===== config.mk =====
export PLATFORM = sky130hd
export DESIGN_NAME = down_count_timer
export DESIGN_NICKNAME = d
export VERILOG_FILES = /design/src/rtl/down_count_timer_pkg.sv /design/src/rtl/down_count_reg.sv /design/src/rtl/down_count_timer.sv
export SDC_FILE = /design/constraint.sdc
export NUM_CORES = 1
export LEC_CHECK = 0
export CORE_MARGIN = 4
export CORE_UTILIZATION = 50
export DETAILED_ROUTE_END_ITERATION = 10
export GPL_ROUTABILITY_DRIVEN = 0
export PLACE_DENSITY = 0.81
export RECOVER_POWER = 100
export SETUP_SLACK_MARGIN = 0.15
export SLEW_MARGIN = 15
export SYNTH_ARGS = -nofsm -noshare
export SYNTH_HDL_FRONTEND = slang
export SYNTH_HIERARCHICAL = 1
export SYNTH_SLANG_ARGS = --single-unit

===== constraint.sdc =====
create_clock -name clk -period 3.7 [get_ports clk]
set_input_delay 0.74 -clock clk [delete_from_list [all_inputs] [get_ports clk]]
set_output_delay 0.74 -clock clk [all_outputs]
set_load 0.02 [all_outputs]

===== src/rtl/down_count_timer_pkg.sv =====
// Shared types for the loadable down-count timer: FSM state encoding and defaults.
// The unused state code 2'b11 is treated as IDLE by the FSM.
package down_count_timer_pkg;

  typedef enum logic [1:0] {
    IDLE    = 2'b00,
    RUNNING = 2'b01,
    DONE    = 2'b10
  } timer_state_t;

  localparam int unsigned DEFAULT_WIDTH = 4;

  // Collapses the unused encoding onto IDLE so a corrupted state self-recovers.
  function automatic timer_state_t sanitize_state(input timer_state_t s);
    return (s == RUNNING || s == DONE) ? s : IDLE;
  endfunction

endpackage


===== src/rtl/down_count_reg.sv =====
// WIDTH-bit count register with clear > load > decrement > hold priority.
// Single-cycle update; the FSM guarantees dec is never raised at zero.
module down_count_reg
  import down_count_timer_pkg::*;
#(
  parameter int unsigned WIDTH = DEFAULT_WIDTH
) (
  input  logic             clk,
  input  logic             reset,
  input  logic             clr,
  input  logic             load,
  input  logic             dec,
  input  logic [WIDTH-1:0] load_dat,
  output logic [WIDTH-1:0] count
);

  logic [WIDTH-1:0] count_q;
  logic [WIDTH-1:0] count_d;

  always_comb begin
    count_d = count_q;
    if (clr) begin
      count_d = '0;
    end else if (load) begin
      count_d = load_dat;
    end else if (dec) begin
      count_d = count_q - 1'b1;
    end
  end

  always_ff @(posedge clk or posedge reset) begin
    if (reset) begin
      count_q <= '0;
    end else begin
      count_q <= count_d;
    end
  end

  assign count = count_q;

endmodule


===== src/rtl/down_count_timer.sv =====
// Loadable down-counter: counts load_val down to zero, pulses underflow, then stops or reloads.
// Underflow appears N+1 edges after start with load_val=N; each paused cycle adds one.
module down_count_timer
  import down_count_timer_pkg::*;
#(
  parameter int unsigned WIDTH = DEFAULT_WIDTH
) (
  input  logic             clk,
  input  logic             reset,
  input  logic [WIDTH-1:0] load_val,
  input  logic             start,
  input  logic             auto_reload,
  input  logic             pause,
  input  logic             abort,
  output logic [WIDTH-1:0] count,
  output logic             underflow,
  output logic             busy,
  output logic             done
);

  timer_state_t     state_q, state_d;
  logic [WIDTH-1:0] reload_q, reload_d;
  logic             mode_q, mode_d;
  logic             underflow_q, underflow_d;

  logic             cnt_clr;
  logic             cnt_load;
  logic             cnt_dec;
  logic [WIDTH-1:0] cnt_load_dat;

  down_count_reg #(
    .WIDTH(WIDTH)
  ) u_count (
    .clk      (clk),
    .reset    (reset),
    .clr      (cnt_clr),
    .load     (cnt_load),
    .dec      (cnt_dec),
    .load_dat (cnt_load_dat),
    .count    (count)
  );

  always_ff @(posedge clk or posedge reset) begin
    if (reset) begin
      state_q     <= IDLE;
      reload_q    <= '0;
      mode_q      <= 1'b0;
      underflow_q <= 1'b0;
    end else begin
      state_q     <= state_d;
      reload_q    <= reload_d;
      mode_q      <= mode_d;
      underflow_q <= underflow_d;
    end
  end

  always_comb begin
    state_d      = state_q;
    reload_d     = reload_q;
    mode_d       = mode_q;
    underflow_d  = 1'b0;
    cnt_clr      = 1'b0;
    cnt_load     = 1'b0;
    cnt_dec      = 1'b0;
    cnt_load_dat = load_val;

    if (abort) begin
      state_d = IDLE;
      cnt_clr = 1'b1;
    end else begin
      unique case (sanitize_state(state_q))
        IDLE, DONE: begin
          if (start) begin
            cnt_load = 1'b1;
            reload_d = load_val;
            mode_d   = auto_reload;
            state_d  = RUNNING;
          end else if (state_q != DONE) begin
            state_d = IDLE;
          end
        end
        RUNNING: begin
          // Pause wins over the zero check, so a paused timer never underflows.
          if (!pause) begin
            if (count != '0) begin
              cnt_dec = 1'b1;
            end else begin
              underflow_d = 1'b1;
              if (mode_q) begin
                cnt_load     = 1'b1;
                cnt_load_dat = reload_q;
              end else begin
                state_d = DONE;
              end
            end
          end
        end
        default: begin
          state_d = IDLE;
          cnt_clr = 1'b1;
        end
      endcase
    end
  end

  always_comb begin
    busy = (state_q == RUNNING);
    done = (state_q == DONE);
  end

  assign underflow = underflow_q;

endmodule


; ---- Word level (Yosys, flattened, before mapping)
; Cells that the tools add are included.
[totals]
register_bits = 12
inputBits = 10
out_inout_bits = 7
wordCells = 56
[classes]
addsub = 1
eq_ne = 9
mux = 32
n_bitwise = 1
n_reduce_logical = 8
[op_table]
columns = cell, count
row1 = two-way mux 4 bit, 8
row2 = two-way mux 1 bit, 15
row3 = two-way mux 2 bit, 7
row4 = "inequality test 3 bit, second input constant", 3
row5 = "equality test 2 x 1 -> 1 bit, second input constant", 2
row6 = "equality test 2 bit, second input constant", 2
row7 = "inequality test 4 bit, second input constant", 1
row8 = case mux 2 bit (2 select lines), 1
row9 = AND reduction 4 bit, 1
row10 = nonzero test 4 bit, 1
row11 = "subtractor 4 x 1 -> 4 bit, second input constant", 1
row12 = AND reduction 3 bit, 1
row13 = nonzero test 3 bit, 1
row14 = OR reduction 3 bit, 1
row15 = zero test 2 bit, 1
row16 = "inequality test 2 bit, second input constant", 1
row17 = case mux 1 bit (2 select lines), 1
row18 = OR reduction 2 bit, 1
row19 = logical OR 1 bit, 1
row20 = inverter 1 bit, 1

; ---- Logic depth before layout (Yosys ltp)
[depth]
ltp_word = 9
mapped_depth = 7
depth_no_buf = 6

; ---- Cells and area by module
; Netlist, hierarchy kept.
[by_module_without_submodules]
columns = module, instances, cells_per_inst, area_each_um2, seq_area_each_um2
row1 = down_count_timer, 1, 36, 435.4, 200.2
row2 = down_count_reg, 1, 26, 250.2, 100.1

; ---- Worst setup path before layout
; OpenSTA, ideal clock, no wires.
[synth_path]
path_type = input to register
start = in abort
end = reg u_count.count_q[0] (netlist: u_count/count[0])
setup_ps = 121
arrival_ps = 1710
required_time_ps = 3579
path_slack_ps = 1869
stages = 6
n_path_buf = 1
path_cell_list = nor2_1 > nand4_2 > or2b_1 > clkbuf_1 > mux2i_1 > nor2_1
[synth_between]
elab_chain_cells = 3
elab_cells_between_ends = 7
classes_between = mux (6) / reduce/logical (1)
[synth_lines]
columns = item, line
row1 = start: declaration, down_count_timer.sv:14  ; input logic abort,
row2 = two-way mux 1 bit (*), down_count_timer.sv:67  ; if (abort) begin
row3 = net cnt_load, down_count_timer.sv:27  ; logic cnt_load;
row4 = two-way mux 4 bit, down_count_reg.sv:24  ; end else if (load) begin
row5 = two-way mux 4 bit, down_count_reg.sv:22  ; if (clr) begin
row6 = end signal: assignment, down_count_reg.sv:35  ; count_q <= count_d;
row7 = end: declaration, down_count_reg.sv:17  ; logic [WIDTH-1:0] count_q;
; Mark *: on every way through the listed nets, which the timed path passes. The rest lies on a longest branch.
; A chain may end at the register's enable or synchronous reset.

; ---- Worst setup path in the final report
; Same ends and word-level chain as after synthesis.

==> results.tsv <==
stage	metric	value	unit
cells_and_area	post-synthesis to final-layout area growth	25.9	%
grt	overall fraction of global-route tracks in use	0.152	
grt	vias in the first global route	470	
sta	clock skew	3.37	ps
clock_tree	Post-CTS Repair Setup Buffers	0	
power	leakage	0.401	nW
critical_path	crit start category	input port	
cells_and_area	number of nets in the finished design	91	
power	total design power	0.319	mW
cells_and_area	layout cells sized above 1	0.179	
sta	share of the clock period used by the worst path after layout	0.684	
sta	endpoints failing setup	0	
logic_synthesis	Synth area leader	sky130_fd_sc_hd__dfrtp_1	
grt	largest net degree at the start of global routing	9	
routing	vias per cell	5.22	
critical_path	required time at the endpoint of the critical path	3850	ps
logic_synthesis	Post-synth top flop	sky130_fd_sc_hd__dfrtp_1	
job	max capacitance violation total	0	
routing	total detailed-routing wirelength	1200	µm
clock_tree	cts bufs inserted	3	
clock_tree	clock tree from TritonCTS	built	
routing	Residual DRC	0	
logic_synthesis	net count after synthesis	73	
clock_tree	maximum count of clock buffers along a single path	2	
sta	final critical path time including I/O delays and setup	2530	ps
logic_synthesis	count leader, synth	sky130_fd_sc_hd__dfrtp_1	
logic_synthesis	YS warnings	6	
sta	achievable clock frequency	395	MHz
grt	Congestion Overflow GR	0	
sta	number of endpoints with negative hold slack in the final report	0	
critical_path	CP endpoint kind	flip-flop	
critical_path	crit path kind	input port to flip-flop	
sta	final worst-path setup slack	1170	ps
sta	Worst Max-Slew Pin Slew	816	ps
critical_path	crit-path max FO	8	
placement	post-place setup slack	1050	ps
clock_tree	number of sinks on the clock net	12	
die	Die X	45.0	µm
die	number of I/O pins	17	
grt	wire length of the first global-routing pass	2130	µm
clock_tree	hold buffer count at cts	0	
power	PwrDens	370	nW/µm²
logic_synthesis	share of synthesized flip-flops with an asynchronous set or reset	1.00	
logic_synthesis	sequential fraction of the synthesis area	0.438	
routing	DRC marker count from the first detailed-route iteration	9	
routing	count of antenna-violating nets left after detailed routing	0	
critical_path	arrival time reported for the critical path endpoint	2680	ps
die	area of the die	2030	µm²
die	placement row count	13	
status	outcome	completed	
sta	unrepaired setup endpoints after global routing	no	
power	peak supply drop	0.000241	V
die	starting density of the core	0.527	
die	placeable core region	1300	µm²
clock_tree	clock-pin slew on the worst setup and hold paths	60	ps
grt	number of antenna violations at the first check in global routing	0	
placement	HPWL reported at the end of detailed placement	943	µm
cells_and_area	antenna cell count	0	
routing	number of detailed-route iterations in the first pass	4	
placement	Port Buf Inserts	16	
clock_tree	post-cts gate resize count	0	
logic_synthesis	dominant cells by area after synthesis	sky130_fd_sc_hd__dfrtp_1 (44%), sky130_fd_sc_hd__mux2_2 (15%), sky130_fd_sc_hd__nor4b_4 (3.5%), sky130_fd_sc_hd__inv_1 (3.3%), sky130_fd_sc_hd__nor2_1 (3.3%)	
routing	routed via count	485	
sta	headroom to the max-slew limit	0.455	
min_path	Worst Hold Class	flip-flop to flip-flop	
routing	routed wire length per instance	12.9	µm
logic_synthesis	flip-flop and latch count after synthesis	12	
logic_synthesis	synthesized area per cell	11.1	µm²
die	die height	45.0	µm
logic_synthesis	area share of the leading cell type in the synthesized netlist	0.438	
logic_synthesis	top cells by count, synth	sky130_fd_sc_hd__dfrtp_1 (12), sky130_fd_sc_hd__mux2_2 (9), sky130_fd_sc_hd__inv_1 (6), sky130_fd_sc_hd__nor2_1 (6), sky130_fd_sc_hd__a21oi_1 (4)	
logic_synthesis	EDFF count, synth	0	
logic_synthesis	cell area after synthesis	686	µm²
clock_tree	H-tree depth	1	
sta	final-layout setup total negative slack	0	ps
logic_synthesis	post-synthesis instance total	62	
clock_tree	clock latency on the worst-skew pair	270	ps
clock_tree	clock root buffer	sky130_fd_sc_hd__clkbuf_4	
logic_synthesis	Yosys cell types	24	
sta	count of pins over their slew limit	0	
==> layout make-up <==
class / instances / area [µm²]
fill: 113 / 438
multi-input combinational: 41 / 339
sequential: 12 / 300
timing repair buffer: 16 / 160
clock buffer: 3 / 22.5
inverter: 6 / 22.5
tap: 15 / 18.8
==> cell usage in the layout, fill, tap and decap left out, drive strengths merged, types with 2 or more instances in the layout <==
master          n
a21oi           4
clkbuf          3
clkdlybuf4s50   7
dfrtp          12
dlygate4sd3     9
inv             6
mux2            9
nand2           3
nor2            6
nor2b           2
nor3b           2
o21a            2
xor2            2
==> critical path, cell delays in order <==
cell	delay, ps
sky130_fd_sc_hd__dlygate4sd3_1	630
sky130_fd_sc_hd__nor3b_1	720
sky130_fd_sc_hd__or2b_1	320
sky130_fd_sc_hd__mux2i_1	210
sky130_fd_sc_hd__nor2_1	60
==> metal layers <==
metal,track usage,up-vias,part of all wire
li1,-,242,-
met1,0.197,222,0.46
met2,0.223,16,0.46
met3,0.0359,5,0.054
met4,0.105,0,0.032
met5,0,-,0
==> sequential cells by signal, indices dropped and copies added, names as in the netlist <==
| signal | flops |
|---|---|
| mode_q | 1 |
| state_q | 2 |
| u_count/count | 4 |
| reload_q | 4 |
| underflow | 1 |
==> power by group <==
part           leakage, nW  internal (mW)  switching (mW)  total [mW]
Sequential           0.153          0.148          0.0148       0.163
Clock               0.0138         0.0377          0.0392      0.0769
Combinational        0.234         0.0425          0.0366      0.0791
Total                0.401          0.229          0.0907       0.319
==> final timing paths <==
kind	startpoint	to	slack [ps]	cells after the start
worst max register to register	state_q[0]	u_count/count[0]	1720	5
worst max-delay path	abort	u_count/count[0]	1170	5
max in group asynchronous	reset	reload_q[2]	2570	2
worst min-delay path	reload_q[0]	reload_q[0]	490	1
min in group asynchronous	reset	u_count/count[1]	810	2
worst min register to register	reload_q[0]	reload_q[0]	490	1
==> cell families after synthesis <==
family | count (synthesis) | share of synthesized area
and+or+nand+nor | 20 | 0.226
DFF | 12 | 0.438
muxes | 10 | 0.162
buffers and inverters | 9 | 0.0511
AOI/OAI and AO/OA | 7 | 0.0657
xor gates and xnor gates | 3 | 0.0383
adders and majority gates | 1 | 0.0182
==> stage by stage <==
stage                      util  hold slack [ps]  std cells  area [µm²]
after detailed placement  0.655              496         90         852
after global placement    0.655              487         90         852
after floorplan               -              477         62         686
after global routing      0.663              529         93         863
final                     0.663              491         93         863
after CTS                 0.672              512         93         875
Note: power is estimated with default switching activity, not from simulation.
